===== src/rtl/stream_mux_pkg.sv =====
// -----------------------------------------------------------------------------
// stream_mux_pkg
// Shared constants and helpers for the round-robin stream multiplexer.
//   NUM_IN_DEF / WIDTH_DEF : default channel count and payload width
//   lock_state_e           : grant-lock state used when STREAM_MUX_LAST_EN is set
//   rr_next()              : round-robin successor of a channel index
//   rr_wrap()              : (base + off) mod num for base, off < num
// -----------------------------------------------------------------------------
package stream_mux_pkg;

    localparam int NUM_IN_DEF = 32'sd4;
    localparam int WIDTH_DEF  = 32'sd8;

    // Grant lock: FREE re-arbitrates every beat, HELD pins the grant to one
    // channel until that channel transfers a beat marked last.
    typedef enum logic {
        LOCK_FREE = 1'b0,
        LOCK_HELD = 1'b1
    } lock_state_e;

    // Channel that follows idx in round-robin order, wrapping at num.
    function automatic int rr_next(input int idx, input int num);
        int nxt;
        if (idx >= num - 32'sd1) begin
            nxt = 32'sd0;
        end else begin
            nxt = idx + 32'sd1;
        end
        return nxt;
    endfunction

    // Modular add without a divider; both operands are already below num.
    function automatic int rr_wrap(input int base, input int off, input int num);
        int sum;
        sum = base + off;
        if (sum >= num) begin
            sum = sum - num;
        end else begin
            sum = sum;
        end
        return sum;
    endfunction

endpackage : stream_mux_pkg


===== src/rtl/stream_mux_rr_arbiter.sv =====
// -----------------------------------------------------------------------------
// rr_arbiter
// Round-robin channel arbiter for stream_mux_rr. Holds the search pointer and,
// when STREAM_MUX_LAST_EN is defined, the packet lock.
//
// Ports
//   clk_i        : clock, state updates on the rising edge
//   rst_ni       : asynchronous active-low reset (ptr = 0, lock cleared)
//   valid_i      : per-channel request
//   last_i       : per-channel end-of-packet flag (STREAM_MUX_LAST_EN only)
//   advance_i    : the current grant is consumed at the coming edge when the
//                  grant is valid (the output register is loading)
//   gnt_idx_o    : granted channel index (combinational)
//   gnt_valid_o  : a channel is granted this cycle (combinational)
//
// Configuration macro: STREAM_MUX_LAST_EN
// -----------------------------------------------------------------------------
module rr_arbiter
    import stream_mux_pkg::*;
#(
    parameter int NUM_IN = NUM_IN_DEF,
    parameter int IDX_W  = $clog2(NUM_IN)
) (
    input  logic              clk_i,
    input  logic              rst_ni,
    input  logic [NUM_IN-1:0] valid_i,
`ifdef STREAM_MUX_LAST_EN
    input  logic [NUM_IN-1:0] last_i,
`endif
    input  logic              advance_i,
    output logic [IDX_W-1:0]  gnt_idx_o,
    output logic              gnt_valid_o
);

    logic [IDX_W-1:0] ptr_q;
    logic [IDX_W-1:0] ptr_d;
    logic [IDX_W-1:0] search_idx_s;
    logic             search_hit_s;
    logic [IDX_W-1:0] gnt_idx_s;
    logic             gnt_valid_s;
    logic             xfer_s;

`ifdef STREAM_MUX_LAST_EN
    lock_state_e      lock_q;
    lock_state_e      lock_d;
    logic [IDX_W-1:0] lock_idx_q;
    logic [IDX_W-1:0] lock_idx_d;
`endif

    // Priority search: first requesting channel starting at ptr, wrapping.
    always_comb begin
        int cand;
        cand         = 32'sd0;
        search_hit_s = 1'b0;
        search_idx_s = {IDX_W{1'b0}};
        for (int off = 0; off < NUM_IN; off++) begin
            cand = rr_wrap(int'(ptr_q), off, NUM_IN);
            if (!search_hit_s && valid_i[cand[IDX_W-1:0]]) begin
                search_hit_s = 1'b1;
                search_idx_s = cand[IDX_W-1:0];
            end else begin
                search_hit_s = search_hit_s;
            end
        end
    end

    // Grant selection: a held lock overrides the search, even if the locked
    // channel is momentarily idle (then nothing is granted).
    always_comb begin
        gnt_idx_s   = search_idx_s;
        gnt_valid_s = search_hit_s;
`ifdef STREAM_MUX_LAST_EN
        case (lock_q)
            LOCK_HELD: begin
                gnt_idx_s   = lock_idx_q;
                gnt_valid_s = valid_i[lock_idx_q];
            end
            LOCK_FREE: begin
                gnt_idx_s   = search_idx_s;
                gnt_valid_s = search_hit_s;
            end
            default: begin
                gnt_idx_s   = search_idx_s;
                gnt_valid_s = search_hit_s;
            end
        endcase
`endif
    end

    assign xfer_s = advance_i && gnt_valid_s;

    // Pointer moves past the winner on every accepted beat, otherwise holds.
    always_comb begin
        ptr_d = ptr_q;
        if (xfer_s) begin
            ptr_d = IDX_W'(rr_next(int'(gnt_idx_s), NUM_IN));
        end else begin
            ptr_d = ptr_q;
        end
    end

`ifdef STREAM_MUX_LAST_EN
    // Lock next state: a non-last beat pins the grant, a last beat frees it.
    always_comb begin
        lock_d     = lock_q;
        lock_idx_d = lock_idx_q;
        if (xfer_s) begin
            if (last_i[gnt_idx_s]) begin
                lock_d     = LOCK_FREE;
                lock_idx_d = lock_idx_q;
            end else begin
                lock_d     = LOCK_HELD;
                lock_idx_d = gnt_idx_s;
            end
        end else begin
            lock_d     = lock_q;
            lock_idx_d = lock_idx_q;
        end
    end
`endif

    // Arbiter state registers.
    always_ff @(posedge clk_i or negedge rst_ni) begin
        if (!rst_ni) begin
            ptr_q      <= {IDX_W{1'b0}};
`ifdef STREAM_MUX_LAST_EN
            lock_q     <= LOCK_FREE;
            lock_idx_q <= {IDX_W{1'b0}};
`endif
        end else begin
            ptr_q      <= ptr_d;
`ifdef STREAM_MUX_LAST_EN
            lock_q     <= lock_d;
            lock_idx_q <= lock_idx_d;
`endif
        end
    end

    assign gnt_idx_o   = gnt_idx_s;
    assign gnt_valid_o = gnt_valid_s;

endmodule : rr_arbiter


===== src/rtl/stream_mux_rr.sv =====
// -----------------------------------------------------------------------------
// stream_mux_rr
// NUM_IN-to-1 valid/ready stream multiplexer with round-robin arbitration and
// a single registered output stage (1-cycle latency, 1 beat/cycle).
//
// Ports
//   clk_i    : clock
//   rst_ni   : asynchronous active-low reset; clears output register and ptr
//   valid_i  : [NUM_IN] per-channel data present
//   data_i   : [NUM_IN][WIDTH] per-channel payload
//   last_i   : [NUM_IN] end-of-packet flag (STREAM_MUX_LAST_EN only)
//   ready_o  : [NUM_IN] one-hot (or zero) accept strobe, combinational
//   valid_o  : output beat present (registered)
//   data_o   : output payload (registered)
//   sel_o    : source channel of data_o (registered)
//   last_o   : end-of-packet of data_o (registered, STREAM_MUX_LAST_EN only)
//   ready_i  : downstream accept
//
// Configuration macro: STREAM_MUX_LAST_EN adds last_i/last_o and packet lock.
// -----------------------------------------------------------------------------
module stream_mux_rr
    import stream_mux_pkg::*;
#(
    parameter int NUM_IN = NUM_IN_DEF,
    parameter int WIDTH  = WIDTH_DEF
) (
    input  logic                         clk_i,
    input  logic                         rst_ni,
    input  logic [NUM_IN-1:0]            valid_i,
    input  logic [NUM_IN-1:0][WIDTH-1:0] data_i,
`ifdef STREAM_MUX_LAST_EN
    input  logic [NUM_IN-1:0]            last_i,
    output logic                         last_o,
`endif
    output logic [NUM_IN-1:0]            ready_o,
    output logic                         valid_o,
    output logic [WIDTH-1:0]             data_o,
    output logic [$clog2(NUM_IN)-1:0]    sel_o,
    input  logic                         ready_i
);

    localparam int IDX_W = $clog2(NUM_IN);

    logic             load_en_s;
    logic [IDX_W-1:0] gnt_idx_s;
    logic             gnt_valid_s;

    logic             valid_q;
    logic             valid_d;
    logic [WIDTH-1:0] data_q;
    logic [WIDTH-1:0] data_d;
    logic [IDX_W-1:0] sel_q;
    logic [IDX_W-1:0] sel_d;
`ifdef STREAM_MUX_LAST_EN
    logic             last_q;
    logic             last_d;
`endif

    // The output stage can take a new beat when empty or being drained now.
    assign load_en_s = !valid_q || ready_i;

    rr_arbiter #(
        .NUM_IN (NUM_IN),
        .IDX_W  (IDX_W)
    ) u_arb (
        .clk_i       (clk_i),
        .rst_ni      (rst_ni),
        .valid_i     (valid_i),
`ifdef STREAM_MUX_LAST_EN
        .last_i      (last_i),
`endif
        .advance_i   (load_en_s),
        .gnt_idx_o   (gnt_idx_s),
        .gnt_valid_o (gnt_valid_s)
    );

    // Only the granted channel sees the accept strobe, and only if we can load.
    always_comb begin
        ready_o = {NUM_IN{1'b0}};
        if (load_en_s && gnt_valid_s) begin
            ready_o[gnt_idx_s] = 1'b1;
        end else begin
            ready_o = {NUM_IN{1'b0}};
        end
    end

    // Output register next state: load the winner, go empty when nothing is
    // granted (payload and sel keep their last values), or hold on stall.
    always_comb begin
        valid_d = valid_q;
        data_d  = data_q;
        sel_d   = sel_q;
`ifdef STREAM_MUX_LAST_EN
        last_d  = last_q;
`endif
        if (load_en_s) begin
            if (gnt_valid_s) begin
                valid_d = 1'b1;
                data_d  = data_i[gnt_idx_s];
                sel_d   = gnt_idx_s;
`ifdef STREAM_MUX_LAST_EN
                last_d  = last_i[gnt_idx_s];
`endif
            end else begin
                valid_d = 1'b0;
            end
        end else begin
            valid_d = valid_q;
        end
    end

    // Output register; reset discards any held beat.
    always_ff @(posedge clk_i or negedge rst_ni) begin
        if (!rst_ni) begin
            valid_q <= 1'b0;
            data_q  <= {WIDTH{1'b0}};
            sel_q   <= {IDX_W{1'b0}};
`ifdef STREAM_MUX_LAST_EN
            last_q  <= 1'b0;
`endif
        end else begin
            valid_q <= valid_d;
            data_q  <= data_d;
            sel_q   <= sel_d;
`ifdef STREAM_MUX_LAST_EN
            last_q  <= last_d;
`endif
        end
    end

    assign valid_o = valid_q;
    assign data_o  = data_q;
    assign sel_o   = sel_q;
`ifdef STREAM_MUX_LAST_EN
    assign last_o  = last_q;
`endif

endmodule : stream_mux_rr


===== config.mk =====
export PLATFORM = sky130hd
export DESIGN_NAME = stream_mux_rr
export DESIGN_NICKNAME = d
export VERILOG_FILES = /design/src/rtl/stream_mux_pkg.sv /design/src/rtl/stream_mux_rr_arbiter.sv /design/src/rtl/stream_mux_rr.sv
export SDC_FILE = /design/constraint.sdc
export NUM_CORES = 1
export LEC_CHECK = 0
export CORE_MARGIN = 2
export CORE_UTILIZATION = 33
export CTS_CLUSTER_SIZE = 14
export DETAILED_ROUTE_END_ITERATION = 10
export PLACE_DENSITY = 0.76
export REMOVE_ABC_BUFFERS = 1
export SYNTH_ARGS = -nofsm -noshare
export SYNTH_HDL_FRONTEND = slang
export SYNTH_SLANG_ARGS = --single-unit
export TNS_END_PERCENT = 30

===== constraint.sdc =====
create_clock -name clk_i -period 1.7 [get_ports clk_i]
set_input_delay 0.17 -clock clk_i [delete_from_list [all_inputs] [get_ports clk_i]]
set_output_delay 0.17 -clock clk_i [all_outputs]
set_load 0.01 [all_outputs]

==> out/qor.csv, run 1 <==
stage,metric,value,unit
outcome,status,"complete, but fails checks",
outcome,failing checks,negative setup slack,
power,proportion of power drawn by the clock network,11.8,%
global_routing,largest net degree at the start of global routing,26,
cells_and_area,FF+latch area,325.3,um^2
worst_setup_path,r2r setup slk,-0.21,ns
worst_setup_path,CP startpoint kind,flip-flop,
cells_and_area,area of the multi-input gates,531.8,um^2
detailed_routing,DRC Markers,0,
worst_setup_path,CP arrival,1.76,ns
placement,placed cell count,180,
detailed_routing,Pre-antenna DRT Iters,4,
worst_setup_path,Crit path buffers/inverters,2,
cells_and_area,synthesis-to-finish area growth,80.14,%
detailed_routing,Post-Route WL,2615,um
detailed_routing,1st-iter DRT viols,9,
die,initial core utilization,35.29,%
synthesis,share of the synthesized area in the top cell type,36.88,%
detailed_routing,antenna-violating nets left,0,
placement,dpl hpwl,1992,um
die,chip height,55.70,um
worst_setup_path,FF-to-FF End,data_o[1]$_DFFE_PN0P_,
synthesis,main combinational cell family by area after synthesis,multiplexers,
synthesis,adder-cell share of the synthesized area,1.418,%
die,DIE AREA,3102,um^2
synthesis,fraction of registers with async set/reset,100.0,%
timing,Final Hold Viols,0,
die,core outline area,2500,um^2
cts,clock sinks,13,
synthesis,register bit total from synthesis,13,
cts,total CTS buffers,3,
cts,Worst-path clk slew,0.08,ns
hold_path,Hold Path Class,in2async,
timing,Slew Limit Fails,0,
timing,Worst Max-Slew Pin Slew,0.6163,ns
synthesis,cell with the most instances after synthesis,nor3_1,
global_routing,antenna violations before repair,0,
detailed_routing,routed wire length per instance,14.06,um
power,leakage,0.7438,nW
synthesis,post-synthesis simple-gate area fraction,16.88,%
worst_setup_path,critical path's largest stage delay,0.44,ns
cts,CTS H-tree depth,1,
worst_setup_path,worst r2r src,u_arb.ptr_q[1]$_DFFE_PN0P_,
placement,PortBufs,53,
timing,worst relative slew slack,58.78,%
cells_and_area,# diodes,0,
worst_setup_path,worst setup path category,reg2out,
global_routing,vias in the first global route,1013,
synthesis,top area cells in the synthesized netlist,"dfrtp_1, mux2i_1, nor3_1",
synthesis,XOR/XNOR share of the synthesized area,0,%
power,Sw Ratio,35.14,%
detailed_routing,total vias in the final route,945,
power,relative contribution of sequential cells to total power,30.0,%
synthesis,mean cell area of the mapped netlist,9.588,um^2
power,Power Density,1008,nW/um^2
timing,crit path time final,1.934,ns
timing,# setup viols final,12,
synthesis,Synth Area in Compound Gates,16.17,%
cells_and_area,fill count,209,
cts,CTS tree,done,
cells_and_area,fin cells,186,
cts,Hold Buf Count CTS,0,
synthesis,Post-synth EDFFs,0,
worst_setup_path,CP max FO,5,
cts,Worst-Skew Late Latency,0.27,ns
worst_setup_path,Top delay family on crit path,flip-flops,
synthesis,Commonest cells post-synth,"nor3_1, mux2i_1, dfrtp_1",
timing,final setup margin,-0.2340,ns
cts,CTS Buffer Depth,2,
power,Int Power,1.039,mW
worst_setup_path,Slowest cell on crit path,dfrtp_1,
global_routing,GRT Residual Overflow,0,
synthesis,count of warnings emitted by yosys,0,
synthesis,prevailing post-synth register cell,dfrtp_1,
synthesis,Yosys top cell by area,dfrtp_1,
worst_setup_path,FF-to-FF path depth,6,
worst_setup_path,CP Capture Type,primary output,
placement,RePlAce Congestion,0.8077,
global_routing,first-pass GRT wire length,4153,um
cells_and_area,fin nets,197,
synthesis,Synth Instances,92,
timing,RSZ-0062 raised after global routing,yes,
cells_and_area,fin util,63.56,%
run,Max-Cap Viols,0,
power,Psw,0.5628,mW
global_routing,Total GRT Usage,16.59,%
power,Peak VDD IR,0.0005830,V
synthesis,sequential share of the synthesized area,36.88,%
worst_setup_path,worst-path cell chain,mux2_4 -> o221ai_4 -> inv_4 -> ha_4 -> and2_4 -> buf_6,
cells_and_area,share of layout cells above drive strength 1,21.15,%
timing,worst clock skew,0.006144,ns
cts,CTS root buffer,clkbuf_4,
timing,Fmax,0.5171,GHz
timing,Tcrit/Tclk final,113.8,%
die,I/O pins,54,
synthesis,post-synthesis mux area share,19.86,%
synthesis,post-synth cell types,26,
die,# rows,18,
die,Die W,55.70,um
detailed_routing,vias per cell,5.081,
worst_setup_path,Worst EP required,1.53,ns
power,Comb power frac,58.2,%
synthesis,cell area after synthesis,882.1,um^2
==> power groups by stage <==
stage	Sequential, mW	Clock, mW	Combinational (mW)
finish	0.481	0.189	0.931
global route	0.491	0.203	1.01
global placement	0.474	0	0.822
floorplan	0.508	0	0.357
CTS	0.476	0.193	0.885
detailed placement	0.477	0	0.843
==> worst reg2reg max path, delay by kind of cell (launching register included) <==
kind | cells | cell delay (ns)
AO/OA/AOI/OAI | 2 | 0.52
AND/OR/NAND/NOR | 1 | 0.08
multiplexers | 2 | 0.56
flip-flops | 1 | 0.44
buffers and inverters | 1 | 0.21
==> through the flow <==
stage	cell area (um^2)	setup slack (ns)	power [mW]	setup TNS [ns]	hold WS (ns)
final	1589	-0.2340	1.601	-2.254	0.2792
after floorplan	823.3	-0.4787	0.8656	-6.061	-0.1256
after detailed placement	1481	-0.5358	1.321	-6.404	0.4780
after CTS	1536	-0.2372	1.553	-2.557	0.2797
after global placement	1481	-0.5089	1.297	-5.928	0.4697
after global routing	1589	-0.3130	1.705	-3.368	0.3192
==> sequential cells by signal, summed over array words and instances, names as in the netlist <==
| register | flops |
|---|---|
| data_o | 8 |
| sel_o | 2 |
| u_arb.ptr_q | 2 |
| valid_o | 1 |
==> layout make-up <==
cell class	instances	share of cell area, %
timing repair buffer	67	40.71
multi-input combinational	67	33.46
sequential	13	20.47
tap	30	2.362
clock buffer	4	1.654
inverter	5	1.339
==> per-layer routing <==
metal | wire [um] | track usage, % | vias up | share of wire [%]
li1 | - | - | 465 | -
met1 | 1002 | 16.98 | 428 | 38
met2 | 1320 | 29.76 | 50 | 50
met3 | 276 | 6.744 | 2 | 11
met4 | 16 | 6.620 | 0 | 0.61
met5 | 0 | 0 | - | 0
==> what timing repair did <==
action | in CTS | in global routing
resized for setup | 23 | 11
pin swaps | 4 | 4
setup endpoints to repair | 12 | 15
buffers inserted | 2 | 0
==> layout by cell type (no fill, tap or decap) <==
master and count:
nor3_1 16, mux2_4 1, clkbuf_4 3, a21oi_2 2, ha_4 1, buf_6 1, buf_2 2, a21oi_1 1
a21boi_0 1, nor2_1 1, nor4_1 1, a21o_1 1, inv_2 1, buf_12 1, buf_8 1, clkbuf_1 1
clkdlybuf4s15_1 1, and2_4 1, inv_4 1, o22ai_2 1, or3b_1 1, o21ai_0 1, nand2_2 1, inv_1 3
a21o_2 1, buf_4 12, dfrtp_1 13, clkdlybuf4s50_1 49, a211o_1 8, nor3_2 2, o221ai_4 1, mux2i_1 16
a21boi_1 1, nand2_1 8
==> worst max-delay path by stage <==
stage | startpoint | to | cells past startpoint
global placement | valid_i[0] | ready_o[0] | 6
CTS | u_arb.ptr_q[1]$_DFFE_PN0P_ | ready_o[3] | 6
detailed placement | valid_i[0] | ready_o[3] | 8
finish | u_arb.ptr_q[1]$_DFFE_PN0P_ | ready_o[3] | 6
floorplan | u_arb.ptr_q[1]$_DFFE_PN0P_ | data_o[0]$_DFFE_PN0P_ | 5
global route | u_arb.ptr_q[1]$_DFFE_PN0P_ | data_o[4]$_DFFE_PN0P_ | 6
==> cell families (layout without fill, tap and decap cells) <==
logic type      after synthesis  in the layout
compound gates               18             18
fa+ha+maj                     1              1
flops                        13             13
buf+inv                      12             76
simple gates                 31             31
mux                          17             17
Power figures use the tool's default switching activity.
==> run 2: changes to the inputs <==
==> constraint.sdc (replaced) <==
create_clock -name clk_i -period 1.7 [get_ports clk_i]
set_input_delay 0.34 -clock clk_i [delete_from_list [all_inputs] [get_ports clk_i]]
set_output_delay 0.34 -clock clk_i [all_outputs]
set_load 0.01 [all_outputs]
==> run 2 against run 1 <==
Against the previous run: the flow still finishes with violations (negative setup slack); global-route usage fell by 0.11 points; routed wire length fell by 6.9%; clock skew fell by 0.0019 ns; critical path type unchanged.
==> out/qor.csv, run 2 (synthesized netlist as in run 1, its figures left out) <==
stage,metric,value,unit
outcome,status,"complete, but fails checks",
outcome,failing checks,negative setup slack,
cells_and_area,synthesis-to-finish area growth,78.44,%
detailed_routing,metal1 wirelength,961,um
cts,Worst-path clk slew,0.08,ns
global_routing,largest net degree at the start of global routing,18,
worst_setup_path,CP max FO,5,
global_routing,GRT Residual Overflow,0,
detailed_routing,highest metal used,met4,
cts,Worst-Skew Late Latency,0.27,ns
cells_and_area,most frequent cells in the layout,"clkdlybuf4s50_1, mux2i_1, nor3_1",
timing,Final Hold Viols,0,
cells_and_area,fill count,213,
timing,# setup viols final,12,
cts,total CTS buffers,3,
worst_setup_path,CP arrival,1.72,ns
timing,RSZ-0062 raised after global routing,yes,
worst_setup_path,CP Capture Type,primary output,
timing,Slew Limit Fails,0,
detailed_routing,routed wire length per instance,12.95,um
die,initial core utilization,35.29,%
detailed_routing,Met3 Wirelength,265,um
die,Die W,55.70,um
placement,RePlAce Congestion,0.7888,
detailed_routing,Post-Route WL,2435,um
power,Power Density,984.0,nW/um^2
global_routing,Total GRT Usage,16.48,%
power,Peak VDD IR,0.0005745,V
die,DIE AREA,3102,um^2
timing,post-route setup TNS,-3.383,ns
worst_setup_path,worst setup path category,reg2out,
cts,CTS tree,done,
cts,CTS Buffer Depth,2,
timing,crit path time final,2.061,ns
detailed_routing,Pre-antenna DRT Iters,4,
placement,dpl hpwl,1950,um
die,core outline area,2500,um^2
cts,CTS root buffer,clkbuf_4,
detailed_routing,antenna-violating nets left,0,
power,Power Total,1.549,mW
hold_path,Hold Path Class,in2async,
global_routing,antenna violations before repair,0,
timing,Worst Max-Slew Pin Slew,0.2743,ns
cells_and_area,# diodes,0,
worst_setup_path,CP startpoint kind,flip-flop,
detailed_routing,1st-iter DRT viols,11,
detailed_routing,vias per cell,5.106,
timing,Tcrit/Tclk final,121.2,%
timing,worst clock skew,0.004209,ns
timing,worst relative slew slack,81.71,%
cts,CTS H-tree depth,1,
global_routing,vias in the first global route,1036,
die,I/O pins,54,
power,leakage,0.7536,nW
timing,final setup margin,-0.3607,ns
die,# rows,18,
worst_setup_path,Worst EP required,1.36,ns
placement,PortBufs,53,
run,Max-Cap Viols,0,
cells_and_area,fin nets,199,
cts,clock sinks,13,
detailed_routing,total vias in the final route,960,
cells_and_area,share of layout cells above drive strength 1,22.78,%
die,chip height,55.70,um
worst_setup_path,FF-to-FF path depth,6,
global_routing,first-pass GRT wire length,4126,um
detailed_routing,DRC Markers,0,
timing,Fmax,0.4853,GHz
timing,WHS,0.3700,ns
cells_and_area,"commonest non-fill, non-tap cell in the layout",clkdlybuf4s50_1,
detailed_routing,met2 routed WL,1189,um
cells_and_area,max reg flops,8,
==> run 2: repair_timing <==
action / 4_1_cts / 5_1_grt
hold buffers: 0 / 0
pin swaps: 2 / 4
setup endpoints to repair: 12 / 15
gates resized for setup: 25 / 9
buffers inserted: 1 / 0
==> run 2: through the flow <==
stage,setup slack (ns),utilization (%),std cells,area [um^2]
final,-0.3607,62.96,188,1574
after CTS,-0.4209,61.81,188,1545
after global routing,-0.4179,62.96,188,1574
after detailed placement,-0.8591,60.16,183,1504
after global placement,-0.8309,60.16,183,1504
after floorplan,-0.5936,-,85,823.3
==> run 2: final timing paths <==
| path | from | endpoint | slack, ns |
|---|---|---|---|
| max in group asynchronous | rst_ni | u_arb.ptr_q[1]$_DFFE_PN0P_ | 1.16 |
| min in group clk_i | sel_o[0]$_DFFE_PN0P_ | sel_o[0]$_DFFE_PN0P_ | 0.48 |
| hold / removal | rst_ni | data_o[2]$_DFFE_PN0P_ | 0.37 |
| hold reg to reg | sel_o[0]$_DFFE_PN0P_ | sel_o[0]$_DFFE_PN0P_ | 0.48 |
| setup / recovery | u_arb.ptr_q[1]$_DFFE_PN0P_ | ready_o[3] | -0.36 |
| setup reg to reg | u_arb.ptr_q[1]$_DFFE_PN0P_ | data_o[4]$_DFFE_PN0P_ | -0.31 |
==> run 2: layout make-up <==
| type | count | area, um^2 | share of cell area, % |
|---|---|---|---|
| sequential | 13 | 326.6 | 20.75 |
| tap | 30 | 37.54 | 2.385 |
| clock buffer | 4 | 26.28 | 1.669 |
| timing repair buffer | 69 | 640.6 | 40.70 |
| multi-input combinational | 67 | 521.8 | 33.15 |
| inverter | 5 | 21.27 | 1.351 |
==> run 2: critical path, cell delays in order (launching register included) <==
cell	delay (ns)
dfrtp_2	0.44
mux2_4	0.32
o221ai_4	0.21
inv_4	0.08
ha_4	0.16
and2_4	0.13
buf_6	0.11
==> run 2: routing by layer <==
metal | up-vias | GRT usage [%]
li1 | 473 | -
met4 | 0 | 9.756
met1 | 441 | 17.24
met5 | - | 0
met2 | 44 | 27.72
met3 | 2 | 6.512
==> run 2: report_power, final <==
part / switching, mW / total [mW] / internal (mW)
clock: 0.0927 / 0.183 / 0.0907
combinational: 0.376 / 0.888 / 0.512
sequential: 0.0700 / 0.477 / 0.407
